**config.mk**
```make
export PLATFORM = sky130hd
export DESIGN_NAME = rca_serial_wide_adder
export DESIGN_NICKNAME = d
export VERILOG_FILES = /design/src/rtl/rca_serial_wide_adder_pkg.sv /design/src/rtl/rca_serial_wide_adder.sv
export SDC_FILE = /design/constraint.sdc
export NUM_CORES = 1
export LEC_CHECK = 0
export ABC_AREA = 1
export CAP_MARGIN = 20
export CORE_AREA = 2 2 115 117
export DETAILED_ROUTE_END_ITERATION = 6
export DIE_AREA = 0 0 117 119
export PLACE_DENSITY = 0.67
export SLEW_MARGIN = 20
export SYNTH_ARGS = -nofsm -noshare
export SYNTH_HDL_FRONTEND = slang
export SYNTH_SLANG_ARGS = --single-unit
```
**constraint.sdc**
```tcl
create_clock -name clk -period 4.9 [get_ports clk]
set_clock_uncertainty 0.05 [all_clocks]
set_input_delay 0.98 -clock clk [delete_from_list [all_inputs] [get_ports clk]]
set_output_delay 0.98 -clock clk [all_outputs]
set_load 0.1 [all_outputs]
```
**src/rtl/rca_serial_wide_adder_pkg.sv**
```systemverilog
// Shared definitions for the byte-serial wide adder sequencer.
// State encoding and the constant used for the second-pass carry increment.
package rca_serial_wide_adder_pkg;

  localparam int BYTE_W = 8;

  typedef enum logic [1:0] {
    IDLE = 2'd0,
    ADD  = 2'd1,
    INC  = 2'd2,
    DONE = 2'd3
  } state_e;

  localparam logic [BYTE_W-1:0] INC_OPERAND = 8'h01;

endpackage

```
**src/rtl/rca_serial_wide_adder.sv**
```systemverilog
// Adds two NBYTES-wide operands one byte per pass through an external 8-bit adder.
// A byte that receives a carry takes a second pass adding 8'h01, since the adder has no carry-in.
module rca_serial_wide_adder
  import rca_serial_wide_adder_pkg::*;
#(
  parameter int NBYTES = 4
) (
  input  logic                     clk,
  input  logic                     reset,
  input  logic                     start,
  input  logic [NBYTES*BYTE_W-1:0] a,
  input  logic [NBYTES*BYTE_W-1:0] b,
  output logic                     busy,
  output logic                     done,
  output logic [NBYTES*BYTE_W-1:0] sum,
  output logic                     cout,
  output logic [BYTE_W-1:0]        rca_i0,
  output logic [BYTE_W-1:0]        rca_i1,
  input  logic [BYTE_W-1:0]        rca_o,
  input  logic                     rca_cout
);

  localparam int W     = NBYTES * BYTE_W;
  localparam int IDX_W = (NBYTES > 1) ? $clog2(NBYTES) : 1;
  localparam logic [IDX_W-1:0] LAST_IDX = IDX_W'(NBYTES - 1);

  state_e              state_q;
  logic [IDX_W-1:0]    idx_q;
  logic                carry_q;
  logic                c1_q;
  logic [BYTE_W-1:0]   partial_q;
  logic [W-1:0]        a_q;
  logic [W-1:0]        b_q;
  logic [W-1:0]        sum_q;
  logic                cout_q;
  logic                busy_q;
  logic                done_q;

  logic                byte_wr;
  logic                carry_d;

  always_comb begin
    rca_i0 = '0;
    rca_i1 = '0;
    case (state_q)
      ADD: begin
        rca_i0 = a_q[idx_q*BYTE_W +: BYTE_W];
        rca_i1 = b_q[idx_q*BYTE_W +: BYTE_W];
      end
      INC: begin
        rca_i0 = partial_q;
        rca_i1 = INC_OPERAND;
      end
      default: ;
    endcase
  end

  // A byte is final either on a carry-free ADD pass or after its INC pass.
  // c1 and the INC carry are mutually exclusive, so OR-ing them is exact.
  always_comb begin
    byte_wr = (state_q == INC) || ((state_q == ADD) && !carry_q);
    carry_d = (state_q == INC) ? (c1_q | rca_cout) : rca_cout;
  end

  always_ff @(posedge clk) begin
    if (reset) begin
      state_q   <= IDLE;
      idx_q     <= '0;
      carry_q   <= 1'b0;
      c1_q      <= 1'b0;
      partial_q <= '0;
      a_q       <= '0;
      b_q       <= '0;
      sum_q     <= '0;
      cout_q    <= 1'b0;
      busy_q    <= 1'b0;
      done_q    <= 1'b0;
    end else begin
      case (state_q)
        IDLE: begin
          done_q <= 1'b0;
          if (start) begin
            a_q     <= a;
            b_q     <= b;
            idx_q   <= '0;
            carry_q <= 1'b0;
            busy_q  <= 1'b1;
            state_q <= ADD;
          end
        end
        ADD, INC: begin
          if (byte_wr) begin
            sum_q[idx_q*BYTE_W +: BYTE_W] <= rca_o;
            carry_q <= carry_d;
            if (idx_q == LAST_IDX) begin
              cout_q  <= carry_d;
              busy_q  <= 1'b0;
              done_q  <= 1'b1;
              state_q <= DONE;
            end else begin
              idx_q   <= idx_q + 1'b1;
              state_q <= ADD;
            end
          end else begin
            partial_q <= rca_o;
            c1_q      <= rca_cout;
            state_q   <= INC;
          end
        end
        DONE: begin
          done_q  <= 1'b0;
          state_q <= IDLE;
        end
        default: state_q <= IDLE;
      endcase
    end
  end

  assign busy = busy_q;
  assign done = done_q;
  assign sum  = sum_q;
  assign cout = cout_q;

endmodule

```
### Yosys cells after proc, flatten, opt, wreduce, memory -nomap -nowiden

Index checks and enable logic that the tools add are counted.

* flip-flop bits (word level): 113

* add/sub/neg operators: 2
* equal/unequal tests: 8
* shift-type cells: 4
* muxes and demuxes: 22
* bitwise logic cells: 2
* reductions and logical operators: 15

Operator list (number)
* $shiftx A32 B6 Y8: 2
* $neg A5 Y34: 1
* $shift A8 B34 Y32 const A: 1
* $shiftx A8 B34 Y32: 1
* $bwmux W32: 1
* $pmux W8 S2: 2
* $mux W2: 6
* $mux W1: 8
* $ne A2 B2 Y1 const B: 4
* $reduce_and A2 Y1: 4
* $reduce_and A4 Y1: 2
* $eq A2 B2 Y1 const B: 3
* $pmux W1 S2: 3
* $pmux W2 S3: 1
* $reduce_and A3 Y1: 2
* $pmux W2 S2: 1
* $reduce_or A2 Y1: 2
* $add A2 B1 Y2 const B: 1
* $eq A2 B1 Y1 const B: 1
* $logic_not A2 Y1: 1
* $reduce_bool A2 Y1: 1
* $logic_and A1 B1 Y1: 1
* $logic_not A1 Y1: 1
* $logic_or A1 B1 Y1: 1
* 2 further kinds: 2

### Logic depth before layout (Yosys ltp)

* word-level depth: 5
* mapped depth: 10
* gate-level depth less buffers: 9

### Worst setup path after synthesis

OpenSTA, ideal clock, no wires.

* kind: reg-to-output
* from: register state_q[0]
* to: output rca_i1[1]
* arrival time: 2.749 ns
* setup slack: 1.121 ns
* cell stages (with the launch flop): 7
* path buffers: 2
* cells stage by stage: dfxtp_1 -> inv_1 -> ha_1 -> buf_6 -> buf_2 -> nand2_1 -> a21oi_1

* longest elaborated chain between the ends: 2
* elaborated cells between the ends (all ways): 3
* classes of those cells: 2 x eq/ne; 1 x mux

RTL lines
* start: declaration: RTL line rca_serial_wide_adder.sv:27 `state_e state_q;`
* start signal: assignment: RTL line rca_serial_wide_adder.sv:67 `state_q <= IDLE;`
* start signal: assignment: RTL line rca_serial_wide_adder.sv:88 `state_q <= ADD;`
* start signal: assignment: RTL line rca_serial_wide_adder.sv:99 `state_q <= DONE;`
* $eq A2 B2 Y1 / $eq A2 B1 Y1 (equally long branches): RTL line rca_serial_wide_adder.sv:45 `case (state_q)`
* $pmux W8 S2 (*): RTL line rca_serial_wide_adder.sv:45
* end: declaration: RTL line rca_serial_wide_adder.sv:18 `output logic [BYTE_W-1:0] rca_i1,`

Every way passes the cells marked *; elsewhere a longest branch is shown, timed or not.

### Worst setup path after layout

* from: register state_q[0]
* to: output rca_i1[0]

Same word-level chain as after synthesis.

==> results_dict.tcl <==
set metrics [dict create \
    wire_per_inst_um 13.1 \
    synth-edff-count 0 \
    nNetsFinal 954 \
    syn_area_um2 5300 \
    hold_viol 0 \
    drc_errors 0 \
    synth_fp_nets 859 \
    io_pins 127 \
    final_layout_size_suffix_gt1_share_pct 7.39 \
    initial_utilization_pct 41.2 \
    fillCellCount 1270 \
    antenna-diode-count 0 \
    overflow 0 \
    worstReg2RegEnd "idx_q[0]" \
    dp_cells 1024 \
    holdPathStages 2 \
    power_mw 4.14 \
    hold_start "partial_q[6]" \
    critPathMaxFanout 39 \
    muxShareOfSynthArea_pct 0 \
    tns_ns 0 \
    clk_pin_slew_ns 0.06 \
    avgSynthCellArea_um2 6.86 \
    worst_slew_pin_slew_ns 1.00 \
    yosysSeqAreaShare_pct 42.7 \
    critPathKind "reg2out" \
    rsz0062_at_grt "false" \
    critPathArrivalTime_ns 2.47 \
    grt_pass1_wl_um 22600 \
    crit_path_cell_trace "inv_1 -> ha_1 -> buf_4 -> inv_1 -> a21oi_1 -> buf_4" \
    root_buffer "clkbuf_16" \
    cts_tree "yes" \
    synth_top_area_cell "dfxtp_1" \
    ys_seq_elements 113 \
    ff2ff_path_depth 8 \
    cap_viol_max_count 0 \
    finalMaxSlewViolations 0 \
    final_core_util_pct 54.9 \
    ff2ff_setup_slack_ns 2.45 \
    min_period_over_period_pct 71.4 \
    post_cts_resized 0 \
    endpoint_kind "primary output" \
    start_kind "flop" \
    max_slew_margin_pct 33.0 \
    fp-row-count 42 \
    cts_buffers 17 \
    critical-path-top-delay-family "buffers and inverters" \
    reg2reg_from "state_q[0]" \
    syn2layout_area_growth_pct 33.5 \
    hold_buffers 0 \
    vias 5109 \
    synth_compound_area_share_pct 17.0 \
    min_period_ns 3.50 \
    worst_path_largest_cell_delay_ns 0.40 \
    vias_per_cell 4.84 \
    outcome "finished, final reports clean" \
    yosys_warnings 0 \
    dieWidth_um 117 \
    setup_violations 0 \
    synth-xor-area-share_pct 0 \
    h-tree-depth 4 \
    synth_area_leaders "dfxtp_1 (43%), nor2_1 (12%), nand2_1 (9.1%), o21ai_0 (9.0%), a21oi_1 (7.8%)" \
    place.gp.congestion 0.830 \
    antenna_left 0 \
    regArea_um2 2260 \
    hold_end "partial_q[6]" \
    crit_buf_inv 4 \
    grt_pass1_vias 4661 \
    grt_max_degree 77 \
    yosys.area_share.simple_pct 27.6 \
    max_freq_ghz 0.286 \
    power_density_nw_per_um2 586 \
    synth_fa_ha_area_share_pct 2.60 \
    post-dp-hpwl_um 9380 \
    worstHoldPathType "reg2reg" \
    die-area_um2 13900 \
    synthFlopType "dfxtp_1" \
    die_h_um 119 \
    drtIter0Drc 314 \
    cts.sinks 113 \
    wirelength_um 13900 \
    multiInputGateArea_um2 2500 \
    io_buffers 126 \
    instances_no_fill 1056 \
    synthCells 772 \
    slowest_stage "dfxtp_1" \
    cp.required_ns 3.87 \
    p_leak_nw 2.79 \
    core_um2 12900 \
    ys_top_cells_by_count "nor2_1 (164), nand2_1 (129), dfxtp_1 (113)" \
    vdd_drop_max_mv 0.339 \
    post_cts_buffers 0 \
    synth_top_area_share_pct 42.7 \
    dr.pass1.iters 4 \
    synth_top_family_by_area "simple AND/OR/NAND/NOR gates" \
    yosysMostFrequentCell "nor2_1" \
    clockBufferDepth 2 \
    insertion_delay_ns 0.40 \
    antenna_found_initial 0 \
    async_reset_ff_share_pct 0 \
    grtUsageTotal_pct 20.6 \
    synth_cell_types 21 \
]
-- through the flow --
| step | hold slack [ns] | setup slack [ns] | cell area (µm²) |
|---|---|---|---|
| floorplan | 0.374 | 1.12 | 5300 |
| global placement | 0.386 | 1.82 | 6480 |
| detailed placement | 0.388 | 1.83 | 6480 |
| CTS | 0.397 | 1.38 | 7070 |
| global route | 0.412 | 1.24 | 7070 |
| finish | 0.397 | 1.40 | 7070 |
-- cell type report --
cell class                      instances  area share [%]
Multi-Input combinational cell        543            35.4
Sequential cell                       113            32.0
Timing Repair Buffer                  131            17.8
Clock buffer                           17            6.02
Inverter                               61            3.29
Tap cell                              176            3.11
Clock inverter                         15            2.39
-- sequential cells by signal, indices dropped and copies added (netlist names) --
| register | count |
|---|---|
| carry_q | 1 |
| a_q | 32 |
| state_q | 2 |
| done | 1 |
| b_q | 32 |
| c1_q | 1 |
| busy | 1 |
| cout | 1 |
| idx_q | 2 |
| sum | 32 |
| partial_q | 8 |
-- kinds of logic after synthesis --
kind of cell / count (synthesis)
AND/OR/NAND/NOR: 353
flip-flops: 113
AO/OA/AOI/OAI: 179
buffers and inverters: 116
adder cells (fa/ha/maj): 11
-- layer usage --
metal	vias to the layer above	global-route usage [%]	part of all wire [%]
li1	2688	-	-
met1	2251	29.0	49
met2	151	30.2	43
met3	19	6.06	6.6
met4	0	6.84	1.7
met5	-	0	0
-- worst max-delay path by stage --
stage / start / end / cells past startpoint
3_5_place_dp: state_q[0] / rca_i1[0] / 6
6_report: state_q[0] / rca_i1[0] / 6
3_3_place_gp: state_q[0] / rca_i1[0] / 6
4_1_cts: state_q[0] / rca_i1[0] / 6
5_1_grt: state_q[0] / rca_i0[0] / 6
2_1_floorplan: state_q[0] / rca_i1[1] / 6
-- cells in the final DEF (no fill, tap or decap), drive strengths merged --
| cell | instances |
|---|---|
| nor2 | 166 |
| nand2 | 130 |
| dfxtp | 113 |
| clkdlybuf4s50 | 110 |
| o21ai | 95 |
| a21oi | 83 |
| inv | 60 |
| nand3 | 31 |
| nand4 | 26 |
| buf | 21 |
| clkbuf | 17 |
| ha | 11 |
| clkinv | 7 |
| clkinvlp | 6 |
| bufinv | 3 |
| o211ai | 1 |
-- where the power goes --
group | switching [mW] | internal (mW)
Combinational | 1.24 | 0.453
Clock | 0.431 | 0.793
Sequential | 0.104 | 1.13
-- worst min-delay path, delay by kind of cell (launching register included) --
| family | cells | cell delay (ns) |
|---|---|---|
| buf+inv | 1 | 0.05 |
| compound gates | 1 | 0.05 |
| flops | 1 | 0.31 |
Note: power is estimated with default switching activity, not from simulation.
